===== src/rtl/fifo_wptr_wfull_if.sv =====
// Write-side signal bundle between the producer and the write-pointer/full controller
// of the asynchronous FIFO.
interface fifo_wptr_wfull_if #(
    parameter int Address_width = 3
);
    logic                     Winc;
    logic [Address_width:0]   W2q_rptr;
    logic                     Woverflow_clr;
    logic                     Wclken;
    logic [Address_width-1:0] Waddr;
    logic [Address_width:0]   Wptr;
    logic                     Wfull;
    logic                     Walmost_full;
    logic [Address_width:0]   Wlevel;
    logic                     Woverflow;

    modport master (
        output Winc, W2q_rptr, Woverflow_clr,
        input  Wclken, Waddr, Wptr, Wfull, Walmost_full, Wlevel, Woverflow
    );

    modport slave (
        input  Winc, W2q_rptr, Woverflow_clr,
        output Wclken, Waddr, Wptr, Wfull, Walmost_full, Wlevel, Woverflow
    );
endinterface


===== src/rtl/fifo_wptr_wfull.sv =====
// Write-clock-domain pointer and full/level controller of the asynchronous FIFO:
// Gray write pointer, memory write port, conservative level, almost-full and sticky overflow.
module fifo_wptr_wfull #(
    parameter int Address_width         = 3,
    parameter int Almost_full_threshold = 6
) (
    input  logic             Wclk,
    input  logic             Wrst,
    fifo_wptr_wfull_if.slave bus
);
    localparam int          AW     = Address_width;
    localparam logic [AW:0] AF_THR = Almost_full_threshold[AW:0];

    function automatic logic [AW:0] bin2gray(input logic [AW:0] b);
        return (b >> 1) ^ b;
    endfunction

    // Prefix XOR from the MSB down.
    function automatic logic [AW:0] gray2bin(input logic [AW:0] g);
        logic [AW:0] b;
        b[AW] = g[AW];
        for (int i = AW - 1; i >= 0; i--) begin
            b[i] = b[i + 1] ^ g[i];
        end
        return b;
    endfunction

    logic [AW:0] wbin_r;
    logic [AW:0] wptr_r;
    logic        wfull_r;
    logic        walmost_full_r;
    logic [AW:0] wlevel_r;
    logic        woverflow_r;

    logic        accept_s;
    logic [AW:0] wbin_next_s;
    logic [AW:0] wgray_next_s;
    logic [AW:0] rbin_s;
    logic [AW:0] level_next_s;
    logic [AW:0] rptr_full_s;
    logic        full_next_s;
    logic        overflow_next_s;

    // Next-state pointer, level and flag computation from registered state and synced read pointer.
    always_comb begin
        accept_s        = bus.Winc & ~wfull_r;
        wbin_next_s     = wbin_r + {{AW{1'b0}}, accept_s};
        wgray_next_s    = bin2gray(wbin_next_s);
        rbin_s          = gray2bin(bus.W2q_rptr);
        level_next_s    = wbin_next_s - rbin_s;
        // Full when the write pointer is exactly one lap ahead: top two Gray bits inverted.
        rptr_full_s     = {~bus.W2q_rptr[AW:AW-1], bus.W2q_rptr[AW-2:0]};
        full_next_s     = (wgray_next_s == rptr_full_s);
        overflow_next_s = (bus.Winc & wfull_r) | (woverflow_r & ~bus.Woverflow_clr);
    end

    // Write-domain state registers with synchronous reset.
    always_ff @(posedge Wclk) begin
        if (Wrst) begin
            wbin_r         <= {(AW + 1){1'b0}};
            wptr_r         <= {(AW + 1){1'b0}};
            wfull_r        <= 1'b0;
            walmost_full_r <= 1'b0;
            wlevel_r       <= {(AW + 1){1'b0}};
            woverflow_r    <= 1'b0;
        end else begin
            wbin_r         <= wbin_next_s;
            wptr_r         <= wgray_next_s;
            wfull_r        <= full_next_s;
            walmost_full_r <= (level_next_s >= AF_THR);
            wlevel_r       <= level_next_s;
            woverflow_r    <= overflow_next_s;
        end
    end

    // The memory write enable is combinational so data lands on the edge the pointer advances.
    assign bus.Wclken       = bus.Winc & ~wfull_r & ~Wrst;
    assign bus.Waddr        = wbin_r[AW-1:0];
    assign bus.Wptr         = wptr_r;
    assign bus.Wfull        = wfull_r;
    assign bus.Walmost_full = walmost_full_r;
    assign bus.Wlevel       = wlevel_r;
    assign bus.Woverflow    = woverflow_r;

endmodule


===== src/flat_wrapper.sv =====
// flat-port wrapper written by rule: the top's interface ports become plain ports
module fifo_wptr_wfull_flat 
#(
    parameter int Address_width         = 3,
    parameter int Almost_full_threshold = 6
)
  (Wclk, Wrst, bus_Winc, bus_W2q_rptr, bus_Woverflow_clr, bus_Wclken, bus_Waddr, bus_Wptr, bus_Wfull, bus_Walmost_full, bus_Wlevel, bus_Woverflow);
  fifo_wptr_wfull_if #(.Address_width(Address_width)) bus_i ();
  input  logic Wclk;
  input  logic Wrst;
  input wire logic [$bits(bus_i.Winc)-1:0] bus_Winc;
  input wire logic [$bits(bus_i.W2q_rptr)-1:0] bus_W2q_rptr;
  input wire logic [$bits(bus_i.Woverflow_clr)-1:0] bus_Woverflow_clr;
  output wire logic [$bits(bus_i.Wclken)-1:0] bus_Wclken;
  output wire logic [$bits(bus_i.Waddr)-1:0] bus_Waddr;
  output wire logic [$bits(bus_i.Wptr)-1:0] bus_Wptr;
  output wire logic [$bits(bus_i.Wfull)-1:0] bus_Wfull;
  output wire logic [$bits(bus_i.Walmost_full)-1:0] bus_Walmost_full;
  output wire logic [$bits(bus_i.Wlevel)-1:0] bus_Wlevel;
  output wire logic [$bits(bus_i.Woverflow)-1:0] bus_Woverflow;
  assign bus_i.Winc = bus_Winc;
  assign bus_i.W2q_rptr = bus_W2q_rptr;
  assign bus_i.Woverflow_clr = bus_Woverflow_clr;
  assign bus_Wclken = bus_i.Wclken;
  assign bus_Waddr = bus_i.Waddr;
  assign bus_Wptr = bus_i.Wptr;
  assign bus_Wfull = bus_i.Wfull;
  assign bus_Walmost_full = bus_i.Walmost_full;
  assign bus_Wlevel = bus_i.Wlevel;
  assign bus_Woverflow = bus_i.Woverflow;
  fifo_wptr_wfull #(.Address_width(Address_width), .Almost_full_threshold(Almost_full_threshold)) u_core (.Wclk(Wclk), .Wrst(Wrst), .bus(bus_i));
endmodule

===== config.mk =====
export PLATFORM = sky130hd
export DESIGN_NAME = fifo_wptr_wfull_flat
export DESIGN_NICKNAME = d
export VERILOG_FILES = /design/src/rtl/fifo_wptr_wfull_if.sv /design/src/rtl/fifo_wptr_wfull.sv /design/src/flat_wrapper.sv
export SDC_FILE = /design/constraint.sdc
export NUM_CORES = 1
export LEC_CHECK = 0
export CAP_MARGIN = 20
export CORE_MARGIN = 2
export CORE_UTILIZATION = 46
export DETAILED_ROUTE_END_ITERATION = 8
export GPL_ROUTABILITY_DRIVEN = 0
export PLACE_DENSITY = 0.85
export SETUP_SLACK_MARGIN = 0.5
export SLEW_MARGIN = 40
export SYNTH_ARGS = -nofsm -noshare
export SYNTH_HDL_FRONTEND = slang
export SYNTH_SLANG_ARGS = --single-unit
export TNS_END_PERCENT = 50

===== constraint.sdc =====
create_clock -name Wclk -period 4.33 [get_ports Wclk]
set_input_delay 0.433 -clock Wclk [delete_from_list [all_inputs] [get_ports Wclk]]
set_output_delay 0.433 -clock Wclk [all_outputs]
set_load 0.02 [all_outputs]

==> results.cfg <==
[cells_and_area]
syn2layout_area_growth_pct = 41.33
fillers = 107
layout-drive-gt1-share_pct = 7.865
final_nets = 104
multi_input_area_sq_um = 357.8
ff_latch_area_sq_um = 280.3
diodes = 0

[power]
seq_power_share_pct = 39.5
p_sw_w = 0.0001213
p_int_w = 0.0002667
p_total_w = 0.0003881
power_frac_comb_pct = 35.8
clkPwrFrac_pct = 24.6
p_per_area_nw_per_um2 = 418.0
p_sw_share_pct = 31.26
leakagePower_nw = 0.3835
ir_worst_vdd_mv = 0.3084

[routing]
ant_nets = 0
met2_length_microns = 591
vias = 509
wl_met1_microns = 474
avgViaCountPerCell = 4.894
routed-wl-met3_microns = 77
drt-wirelength-per-cell_microns = 11.35
wl_microns = 1180
dr.pass1.iters = 4
post-route-drc-count = 0
routed.top_layer = met4
drt_iter0_markers = 4

[timing]
setup_viol = 0
worstMarginPinSlew_ns = 0.4809
fin_crit_ns = 2.582
rsz0062_at_grt = false
slew_headroom_pct = 67.84
skew_ns = 0.008238
period_share_pct = 59.63
fin_setup_tns_ns = 0
final-hold-violation-count = 0
max_freq_mhz = 387.3
drv_slew = 0

[yosys]
synth_edf_count = 0
syn_avg_cell_area_sq_um = 10.26
synthTopCellsByCount = dfxtp_1 (14), nor2_1 (9), xnor2_1 (7)
synthDistinctLibCells = 22
ys_seq_area_share_pct = 42.67
yosys.area.top_type = dfxtp_1
synthTopCellsByArea = dfxtp_1 (43%), ha_1 (9.5%), xnor2_1 (9.3%), xor2_1 (8.0%), nor2_1 (5.1%)
syn-cell-area_sq_um = 656.9
yosys_warnings = 0
syn_inst = 64
synth_ff_type = dfxtp_1
async_reset_ff_share_pct = 0
ys_ff_latch = 14
yosysMostFrequentCell = dfxtp_1
syn-num-nets = 78
synth_top_area_share_pct = 42.67

[setup_path]
worstSetupStartpointType = primary input
cp.required_ns = 4.50
end_kind = flop
crit_type = primary input to flop
arrival_ns = 2.75
crit_fanout = 5

[min_path]
hold_class = flop to flop

[cts]
htreeDepth = 1
ctsHoldBuffers = 0
clock_tree.root_cell = clkbuf_4
cts_tree = built
numCtsBuffers = 3
cts_resized = 0
cts_sinks = 14
insertion_delay_ns = 0.29
clock_path_buffers = 2
cts_setup_buffers = 0
clk_pin_slew_ns = 0.08

[floorplan]
die_x_microns = 41.79
design.core.area_sq_um = 1318
die-area_sq_um = 1746
die_h_microns = 41.79
initial_core_util_pct = 49.86
num_io_pins = 23
core.rowCount = 13

[global_route]
grt_usage_pct = 16.26
grt_pass1_wl_microns = 1987
grt_max_degree = 15
antenna_found_initial = 0
grt_pass1_vias = 499
grt_overflow_total = 0

[place]
port_buffers = 22
hpwl_microns = 966.1

[job]
drv_cap = 0

[run_status]
status = finished clean
metrics by stage:
| stage | util (%) | setup WS [ns] | hold WS (ns) | instances | area [sq um] |
|---|---|---|---|---|---|
| detailed placement | 67.71 | 1.439 | 0.4693 | 100 | 892.1 |
| global placement | 67.71 | 1.545 | 0.4569 | 100 | 892.1 |
| finish | 70.47 | 1.748 | 0.4715 | 104 | 928.4 |
| CTS | 70.47 | 1.739 | 0.4773 | 104 | 928.4 |
| global route | 70.47 | 1.566 | 0.5085 | 104 | 928.4 |
| floorplan | - | 2.065 | 0.5115 | 64 | 656.9 |
layer usage:
| layer | GRT usage (%) | vias to the layer above |
|---|---|---|
| li1 | - | 256 |
| met1 | 14.52 | 233 |
| met2 | 26.88 | 16 |
| met3 | 9.565 | 4 |
| met4 | 11.61 | 0 |
| met5 | 0 | - |
sequential cells by signal, summed over array words and instances (netlist names):
signal,count
u_core.bus.Walmost_full,1
u_core.bus.Wfull,1
u_core.bus.Wlevel,4
u_core.bus.Woverflow,1
u_core.bus.Wptr,4
u_core.wbin_r,3
final cells by class:
cell class	instances	area share, %
Timing Repair Buffer	22	23.72
Multi-Input combinational cell	45	38.54
Sequential cell	14	30.19
Clock buffer	4	3.908
Tap cell	15	2.022
Inverter	4	1.617
power by group through the flow:
stage	Sequential, W	Combinational (W)	Clock, W
floorplan	0.000180	0.0000602	0
global route	0.000155	0.000153	0.000102
CTS	0.000154	0.000141	0.0000986
finish	0.000153	0.000139	0.0000956
global placement	0.000156	0.000137	0
detailed placement	0.000157	0.000140	0
cells in the final DEF (no fill, tap or decap), types with 2 or more instances in the layout:
cell type,synthesis,layout
clkdlybuf4s50_1,0,22
dfxtp_1,14,14
nor2_1,9,9
xnor2_1,7,7
xor2_1,6,6
ha_1,5,5
inv_1,4,4
clkbuf_4,0,3
nor2b_1,2,2
and2_1,2,2
nand2_1,2,2
critical path, stage by stage:
cell	delay, ns
clkdlybuf4s50_1	0.48
nor2b_1	0.16
ha_1	0.21
ha_1	0.20
xor2_2	0.30
ha_1	0.32
o21a_1	0.13
or4_1	0.42
o311ai_0	0.11
worst paths after layout:
| check | start | end | slack [ns] | depth (start not counted) |
|---|---|---|---|---|
| worst min register to register | u_core.bus.Woverflow | u_core.bus.Woverflow | 0.47 | 2 |
| worst max register to register | u_core.bus.Wfull | u_core.bus.Walmost_full | 2.07 | 8 |
| worst max-delay path | bus_Winc | u_core.bus.Walmost_full | 1.75 | 9 |
| worst min-delay path | u_core.bus.Woverflow | u_core.bus.Woverflow | 0.47 | 2 |
cells by family (layout without fill, tap and decap cells):
| logic type | Yosys count | after routing | share of synthesized area, % |
|---|---|---|---|
| buf+inv | 5 | 30 | 2.856 |
| fa+ha+maj | 6 | 6 | 12.57 |
| flops | 14 | 14 | 42.67 |
| compound gates | 5 | 5 | 6.666 |
| xor+xnor | 14 | 14 | 19.81 |
| simple gates | 20 | 20 | 15.43 |
No activity file was read; power rests on OpenSTA's default activity.
